$ cat config.mk
export PLATFORM = sky130hd
export DESIGN_NAME = fsk_tx_framer_flat
export DESIGN_NICKNAME = d
export VERILOG_FILES = /design/src/rtl/fsk_tx_framer_if.sv /design/src/rtl/fsk_tx_framer.sv /design/src/flat_wrapper.sv
export SDC_FILE = /design/constraint.sdc
export NUM_CORES = 1
export LEC_CHECK = 0
export BUFFER_PORTS_ARGS = -buffer_cell sky130_fd_sc_hd__buf_2
export CAP_MARGIN = 20
export CORE_MARGIN = 4
export CORE_UTILIZATION = 63
export CTS_CLUSTER_SIZE = 16
export DETAILED_ROUTE_END_ITERATION = 16
export PLACE_DENSITY = 0.82
export SLEW_MARGIN = 30
export SYNTH_ARGS = -nofsm -noshare
export SYNTH_HDL_FRONTEND = slang
export SYNTH_SLANG_ARGS = --single-unit
export TNS_END_PERCENT = 10
$ cat constraint.sdc
create_clock -name clk -period 4.3 [get_ports clk]
set_clock_uncertainty 0.2 [all_clocks]
set_input_delay 0.645 -clock clk [delete_from_list [all_inputs] [get_ports clk]]
set_output_delay 0.645 -clock clk [all_outputs]
set_load 0.01 [all_outputs]
$ cat src/rtl/fsk_tx_framer_if.sv
// fsk_tx_framer_if: payload byte handshake between a byte producer and the framer
interface fsk_tx_framer_if;
   logic [7:0] data_in;
   logic       data_valid;
   logic       data_ready;
   modport master (output data_in, data_valid, input data_ready);
   modport slave (input data_in, data_valid, output data_ready);
endinterface

$ cat src/rtl/fsk_tx_framer.sv
// fsk_tx_framer: frames len payload bytes with preamble/sync/len/CRC-8 and FSK-modulates them
module fsk_tx_framer #(
   parameter int          PREAMBLE_BYTES = 4,
   parameter logic [15:0] SYNC_WORD      = 16'hD391,
   parameter int          BIT_PERIOD     = 16,
   parameter int          F0_HALF        = 4,
   parameter int          F1_HALF        = 2
) (
   input  logic           clk,
   input  logic           reset,
   input  logic           start,
   input  logic [7:0]     len,
   fsk_tx_framer_if.slave dbus,
   output logic           busy,
   output logic           done,
   output logic           err,
   output logic           antena_out
);
   localparam int BW = $clog2(BIT_PERIOD + 1);
   localparam int TW = $clog2(F0_HALF + F1_HALF + 1);
   localparam logic [BW-1:0] BIT_LAST = BW'(BIT_PERIOD - 1);
   localparam logic [TW-1:0] F0_LAST = TW'(F0_HALF - 1);
   localparam logic [TW-1:0] F1_LAST = TW'(F1_HALF - 1);
   localparam logic [7:0] PRE_LAST = 8'(PREAMBLE_BYTES - 1);

   typedef enum logic [2:0] {IDLE, PREAMBLE, SYNC, LEN, PAYLOAD, CRC, END} state_t;

   state_t        state;
   logic [BW-1:0] bit_cnt;
   logic [TW-1:0] tone_cnt;
   logic [2:0]    bit_idx;
   logic [7:0]    byte_cnt, len_q, sr, crc, hold, fetched;
   logic          hold_full;
   logic          bit_end, byte_end, tone_hit, fetch;

   function automatic logic [7:0] crc8(input logic [7:0] c, input logic [7:0] d);
      logic [7:0] x;
      x = c ^ d;
      for (int i = 0; i < 8; i++) x = x[7] ? {x[6:0], 1'b0} ^ 8'h07 : {x[6:0], 1'b0};
      return x;
   endfunction

   assign dbus.data_ready = busy & ~hold_full & (fetched < len_q);
   assign fetch = dbus.data_valid & dbus.data_ready;
   assign bit_end = bit_cnt == BIT_LAST;
   assign byte_end = bit_end & (bit_idx == 3'd7);
   assign tone_hit = tone_cnt == (sr[7] ? F1_LAST : F0_LAST);

   // Frame sequencer, bit timer, phase-continuous tone generator and payload holding register
   always_ff @(posedge clk or negedge reset)
      if (!reset) begin
         state      <= IDLE;
         bit_cnt    <= '0;
         tone_cnt   <= '0;
         bit_idx    <= '0;
         byte_cnt   <= '0;
         len_q      <= '0;
         sr         <= '0;
         crc        <= '0;
         hold       <= '0;
         fetched    <= '0;
         hold_full  <= 1'b0;
         busy       <= 1'b0;
         done       <= 1'b0;
         err        <= 1'b0;
         antena_out <= 1'b0;
      end else begin
         done <= 1'b0;
         err  <= 1'b0;
         if (fetch) begin
            hold      <= dbus.data_in;
            hold_full <= 1'b1;
            fetched   <= fetched + 8'd1;
         end
         if (state == IDLE) begin
            antena_out <= 1'b0;
            if (start) begin
               state     <= PREAMBLE;
               busy      <= 1'b1;
               len_q     <= len;
               sr        <= 8'hAA;
               byte_cnt  <= '0;
               bit_cnt   <= '0;
               tone_cnt  <= '0;
               bit_idx   <= '0;
               fetched   <= '0;
               hold_full <= 1'b0;
               crc       <= '0;
            end
         end else if (state == END) begin
            state <= IDLE;
         end else begin
            antena_out <= antena_out ^ tone_hit;
            tone_cnt   <= (tone_hit | bit_end) ? '0 : tone_cnt + 1'b1;
            bit_cnt    <= bit_end ? '0 : bit_cnt + 1'b1;
            if (bit_end) begin
               bit_idx <= bit_idx + 3'd1;
               sr      <= {sr[6:0], 1'b0};
            end
            if (byte_end) begin
               byte_cnt <= byte_cnt + 8'd1;
               case (state)
                  PREAMBLE:
                     if (byte_cnt == PRE_LAST) begin
                        state    <= SYNC;
                        sr       <= SYNC_WORD[15:8];
                        byte_cnt <= '0;
                     end else sr <= 8'hAA;
                  SYNC:
                     if (byte_cnt == 8'd0) sr <= SYNC_WORD[7:0];
                     else begin
                        state    <= LEN;
                        sr       <= len_q;
                        crc      <= crc8(8'h00, len_q);
                        byte_cnt <= '0;
                     end
                  LEN, PAYLOAD:
                     if (byte_cnt == len_q) begin
                        state <= CRC;
                        sr    <= crc;
                     end else if (hold_full) begin
                        state     <= PAYLOAD;
                        sr        <= hold;
                        hold_full <= 1'b0;
                        crc       <= crc8(crc, hold);
                     end else begin
                        state      <= IDLE;
                        busy       <= 1'b0;
                        err        <= 1'b1;
                        antena_out <= 1'b0;
                     end
                  default: begin
                     state      <= END;
                     busy       <= 1'b0;
                     done       <= 1'b1;
                     antena_out <= 1'b0;
                  end
               endcase
            end
         end
      end
endmodule

$ cat src/flat_wrapper.sv
// flat-port wrapper written by rule: the top's interface ports become plain ports
module fsk_tx_framer_flat 
#(
   parameter int          PREAMBLE_BYTES = 4,
   parameter logic [15:0] SYNC_WORD      = 16'hD391,
   parameter int          BIT_PERIOD     = 16,
   parameter int          F0_HALF        = 4,
   parameter int          F1_HALF        = 2
)
  (clk, reset, start, len, busy, done, err, antena_out, dbus_data_in, dbus_data_valid, dbus_data_ready);
  fsk_tx_framer_if dbus_i ();
  input  logic clk;
  input  logic reset;
  input  logic start;
  input  logic [7:0] len;
  output logic busy;
  output logic done;
  output logic err;
  output logic antena_out;
  input wire logic [$bits(dbus_i.data_in)-1:0] dbus_data_in;
  input wire logic [$bits(dbus_i.data_valid)-1:0] dbus_data_valid;
  output wire logic [$bits(dbus_i.data_ready)-1:0] dbus_data_ready;
  assign dbus_i.data_in = dbus_data_in;
  assign dbus_i.data_valid = dbus_data_valid;
  assign dbus_data_ready = dbus_i.data_ready;
  fsk_tx_framer #(.PREAMBLE_BYTES(PREAMBLE_BYTES), .SYNC_WORD(SYNC_WORD), .BIT_PERIOD(BIT_PERIOD), .F0_HALF(F0_HALF), .F1_HALF(F1_HALF)) u_core (.clk(clk), .reset(reset), .start(start), .len(len), .dbus(dbus_i), .busy(busy), .done(done), .err(err), .antena_out(antena_out));
endmodule
[After elaboration in Yosys (flattened, before gate mapping)]
Index checks and enable logic that the tools add are counted.
Cells by class
  magnitude comparators: 1
  reduce and logical (&&, ||, !) cells: 16
  bitwise logic cells: 24
  eq/ne operators: 19
  $add $sub $neg: 5
  multiplexer cells: 95
Operators by type and width (count)
  $mux 8: 23
  $mux 3: 31
  $not 3->3: 16
  $pmux 8 s2: 2
  $mux 1: 29
  $pmux 8 s3: 1
  $mux 5: 4
  $add 8x1->8 const B: 2
  $eq 3x3->1 const B: 3
  $pmux 3 s3: 1
  $eq 8x2->1 const B: 1
  $eq 8x8->1: 1
  $logic_not 8->1: 1
  $lt 8x8->1: 1
  $xor 8x8->8: 1
  $mux 7: 1
  $reduce_and 7->1: 1
  $add 3x1->3 const B: 2
  $eq 3x2->1 const B: 2
  $ne 3x2->1 const B: 2
  $reduce_and 3->1: 2
  $reduce_and 6->1: 1
  $reduce_bool 3->1: 2
  $add 5x1->5 const B: 1
  other kinds (21): 29
Word-level totals
  word-level logic and storage cells: 175
  output and inout bits: 5
  bits in registers: 67

[Longest topological paths before layout]
  depth in word-level cells: 23
  mapped depth: 10
  gate-level depth less buffers: 8

[Least setup slack after synthesis]
Ideal clock, no wire load.
  path type: register to register
  from: register u_core.len_q[5]
  to: register u_core.fetched[2]
  cell stages (with the launch flop): 11
  data arrival time: 2.104 ns
  library setup time: 0.120 ns
  setup slack: 1.875 ns
  period minus slack after synthesis: 2.425 ns
  data required time: 3.980 ns
  path buffers: 2
  cells stage by stage: dfrtp_1 > clkbuf_2 > inv_1 > ha_1 > a21o_1 > a21oi_1 > o21ai_0 > a21oi_2 > buf_2 > a21oi_1 > a31o_2
On the way
  cells in the longest elaborated chain, start to end: 6
Ends and longest elaborated chain
  start: declaration: line fsk_tx_framer.sv:32  | logic [7:0] byte_cnt, len_q, sr, crc, hold, fetched;
  start signal: assignment: line fsk_tx_framer.sv:80  | len_q <= len;
  $lt 8x8->1 (*): line fsk_tx_framer.sv:43  | assign dbus.data_ready = busy & ~hold_full & (fetched < len_q);
  $and 1x1->1 (*): line fsk_tx_framer.sv:43
  $and 1x1->1 (*): line fsk_tx_framer.sv:44  | assign fetch = dbus.data_valid & dbus.data_ready;
  $mux 8 (*): line fsk_tx_framer.sv:70  | if (fetch) begin
  $mux 8: line fsk_tx_framer.sv:77  | if (start) begin
  $mux 8 (*): line fsk_tx_framer.sv:75  | if (state == IDLE) begin
  end signal: assignment: line fsk_tx_framer.sv:73  | fetched <= fetched + 8'd1;
  end: declaration: line fsk_tx_framer.sv:32
Every way passes the cells marked *; elsewhere a longest branch is shown, timed or not.
A chain may end at the register's enable or synchronous reset.

[Worst setup path in the final report]
  from: register u_core.state[2]
  to: register u_core.crc[1]
On the way
  cells in the longest elaborated chain, start to end: 6
  elaborated cells on any way between the ends: 18
  those cells by class: 9 x eq/ne; 4 x mux; 5 x reduce/logical
Ends and longest elaborated chain
  start: declaration: line fsk_tx_framer.sv:28  | state_t state;
  start signal: assignment: line fsk_tx_framer.sv:52  | state <= IDLE;
  start signal: assignment: line fsk_tx_framer.sv:78  | state <= PREAMBLE;
  start signal: assignment: line fsk_tx_framer.sv:91  | state <= IDLE;
  $eq 3x2->1 or $eq 3x3->1 (tied branches): line fsk_tx_framer.sv:102  | case (state)
  $reduce_or 2->1: line fsk_tx_framer.sv:102
  $pmux 8 s2: line fsk_tx_framer.sv:102
  $mux 8: line fsk_tx_framer.sv:100  | if (byte_end) begin
  $mux 8: line fsk_tx_framer.sv:90  | end else if (state == END) begin
  $mux 8: line fsk_tx_framer.sv:75
  end signal: assignment: line fsk_tx_framer.sv:114  | crc <= crc8(8'h00, len_q);
  end signal: assignment: line fsk_tx_framer.sv:125  | crc <= crc8(crc, hold);
  end: declaration: line fsk_tx_framer.sv:32
Several ways; a longest one is shown, not always the timed one. The select of a mux whose other input is x is not followed.

==> impl_metrics.csv <==
group,metric,value,unit
detailed_routing,postRouteAntennaNets,0,
setup_path,worst_path_max_delay_cell,"dfrtp_1",
sta,relSlewSlack,46.4,%
layout,utilization,70.9,%
setup_path,crit_path_start_kind,"flop",
cts,cts_tree,"built",
layout,syn_to_final_growth,7.97,%
layout,multiInputGateArea,2370,um^2
placement,dp.cells,557,
outcome,status,"finished clean",
global_routing,overflow,0,
power,leakagePower,2.05,nW
sta,hold_violations,0,
cts,cts_htree_levels,3,
synth,synthTopCellsByCount,"67 x dfrtp_1, 59 x nand2_1, 38 x o21ai_0, 36 x xnor2_1, 35 x nor2_1",
layout,n_antenna_cell,0,
sta,drv_slew,0,
cts,clockBufferDepth,2,
floorplan,fp.coreArea,6460,um^2
sta,fmax,0.327,GHz
synth,synth_edf_count,0,
sta,postLayoutSetupSlackWorst,1.24,ns
placement,detailed_place_hpwl,7540,um
cts,clkTransAtPathRegs,0.08,ns
layout,fill_cells,493,
global_routing,grt_usage,26.3,%
synth,synth_cell_types,55,
placement,io_buffers,24,
power,p_per_area,692,nW/um^2
cts,cts_setup_buffers,0,
setup_path,setup.worst_path.start,"u_core.state[2]",
floorplan,die_y,90.0,um
detailed_routing,drtIter0Drc,371,
synth,yosysMostFrequentCell,"dfrtp_1",
floorplan,design.die.area,8110,um^2
setup_path,required,4.38,ns
synth,synthTopCellsByArea,"dfrtp_1 40%, xnor2_1 7.4%, nand2_1 5.2%",
detailed_routing,via_count,3705,
synth,synth_seq_cells,67,
floorplan,die_x,90.0,um
global_routing,grt_max_degree,40,
power,finalPower,3.17,mW
sta,tightestPinTransition,0.804,ns
detailed_routing,route.detailed.drc,0,
synth,netlist.top_cell.by_area,"dfrtp_1",
floorplan,row_count,29,
sta,setup_violations,0,
floorplan,initial_core_util,65.7,%
setup_path,arrival,3.14,ns
setup_path,worstReg2RegStart,"u_core.state[2]",
synth,synth.yosys.seq_area_share,39.5,%
setup_path,cp_max_fo,23,
sta,finalCriticalPeriod,3.06,ns
cts,cts_root_buf,"clkbuf_8",
cts,clock_latency,0.34,ns
detailed_routing,wire_per_inst,18.2,um
cts,cts_resized,0,
cts,holdBufCountCts,0,
setup_path,cp_top_family,"simple AND/OR/NAND/NOR gates",
cts,clock-sinks,67,
synth,synth_cells,479,
setup_path,path_buf_inv,0,
detailed_routing,dr.pass1.iters,5,
placement,post-place-ws,1.31,ns
setup_path,path_cells,"nor2b_1, a22oi_2, and3b_1, or3_1, nand2b_4, o21ai_2",
power,ir_worst_vdd,380,uV
layout,nets,525,
synth,synth.cell_area,4240,um^2
sta,rsz0062_at_grt,"false",
synth,synthesis.nets,513,
worst_hold_path,hp-class,"in2async",
synth,synth_flop_cell,"dfrtp_1",
global_routing,grt_antenna_before_repair,0,
setup_path,cp_slowest_stage_delay,0.74,ns
floorplan,ios,25,
layout,layout-drive-gt1-share,13.5,%
synth,yosysWarnings,0,
setup_path,path_class,"reg2reg",
synth,postSynthAreaPerCell,8.85,um^2
sta,tns,0,ns
global_routing,grt_first_pass_wirelength,17400,um
synth,synth_top_area_share,39.5,%
layout,layout.cells.non_filler,573,
detailed_routing,wirelength,10400,um
cts,numCtsBuffers,9,
layout,seq_area,1680,um^2
run,cap_violations,0,
sta,finalCritPeriodShare,71.2,%
setup_path,cp-end-kind,"flop",
detailed_routing,viasPerCell,6.47,
synth,async_flop_share,100,%
placement,routabilityCongestion,0.977,
global_routing,grt_pass1_vias,3583,
registers in the layout (all words and copies together) (netlist names), 3 cells and up:
register	flops
u_core.crc	8
u_core.sr	8
u_core.tone_cnt	3
u_core.byte_cnt	8
u_core.bit_cnt	5
u_core.fetched	8
u_core.bit_idx	3
u_core.hold	8
u_core.len_q	8
u_core.state	3
kinds of logic after synthesis:
| logic type | share of synthesized area, % |
|---|---|
| compound gates | 20.2 |
| xor+xnor | 10.1 |
| fa+ha+maj | 4.13 |
| buf+inv | 4.60 |
| flops | 39.5 |
| mux | 3.54 |
| simple gates | 17.9 |
layout by cell type (no fill, tap or decap), types with 4 or more instances in the layout:
cell | Yosys | routed
nand3_1 | 16 | 16
nand2_1 | 59 | 59
ha_1 | 14 | 14
nor2b_1 | 6 | 6
dfrtp_1 | 67 | 67
clkbuf_8 | 0 | 9
o22ai_1 | 5 | 5
o21ai_2 | 7 | 7
nor3_1 | 6 | 6
and2_1 | 5 | 5
a31oi_1 | 6 | 6
mux2i_1 | 6 | 6
nor2_1 | 35 | 35
o21ai_0 | 38 | 38
a221oi_1 | 4 | 4
a21oi_1 | 32 | 32
or3_1 | 4 | 4
mux2_2 | 8 | 8
and3_1 | 6 | 6
inv_1 | 18 | 18
xnor2_1 | 36 | 36
a22o_1 | 10 | 10
a21o_1 | 4 | 4
nand2b_1 | 4 | 4
buf_4 | 1 | 4
xor2_1 | 13 | 13
a22oi_1 | 4 | 4
buf_2 | 5 | 23
final timing paths:
check,to,slack [ns],cells after the start
worst max-delay path,u_core.crc[1],1.24,6
worst max register to register,u_core.crc[1],1.24,6
worst min register to register,u_core.bit_idx[2],0.31,2
min in group clk,u_core.hold[4],0.29,3
max in group asynchronous,u_core.fetched[3],3.08,2
worst min-delay path,u_core.bit_cnt[3],0.06,1
per-stage QoR:
step / hold slack [ns] / cell area (um^2)
4_1_cts: 0.238 / 4580
2_1_floorplan: 0.149 / 4240
3_5_place_dp: 0.290 / 4350
5_1_grt: 0.0952 / 4580
3_3_place_gp: 0.254 / 4350
6_report: 0.0589 / 4580
cell type report:
class                   count  area share, %
clock buffers               9           2.71
clock inverters             7           2.19
inverters                  18           1.48
multi-input cells         368           51.7
flip-flops and latches     67           36.6
well taps                  77           2.10
repair buffers             27           3.17
routing by layer:
layer	part of all wire [%]	global-route usage, %	up-vias
met4	2.4	11.1	0
met5	0	0	-
met3	6.1	3.67	26
met1	43	36.0	1796
met2	48	41.9	167
li1	-	-	1716
power by group:
| part | switching (mW) | total (mW) | internal (mW) | leakage, nW |
|---|---|---|---|---|
| Clock | 0.259 | 0.589 | 0.330 | 0.114 |
| Sequential | 0.285 | 1.12 | 0.835 | 0.835 |
| Combinational | 0.803 | 1.46 | 0.657 | 1.11 |
worst register-to-register path, stage by stage, from the launching register on:
cell	delay, ns
dfrtp_1	0.74
nor2b_1	0.24
a22oi_2	0.50
and3b_1	0.36
or3_1	0.54
nand2b_4	0.26
o21ai_2	0.16
(Power assumes the default switching activity.)
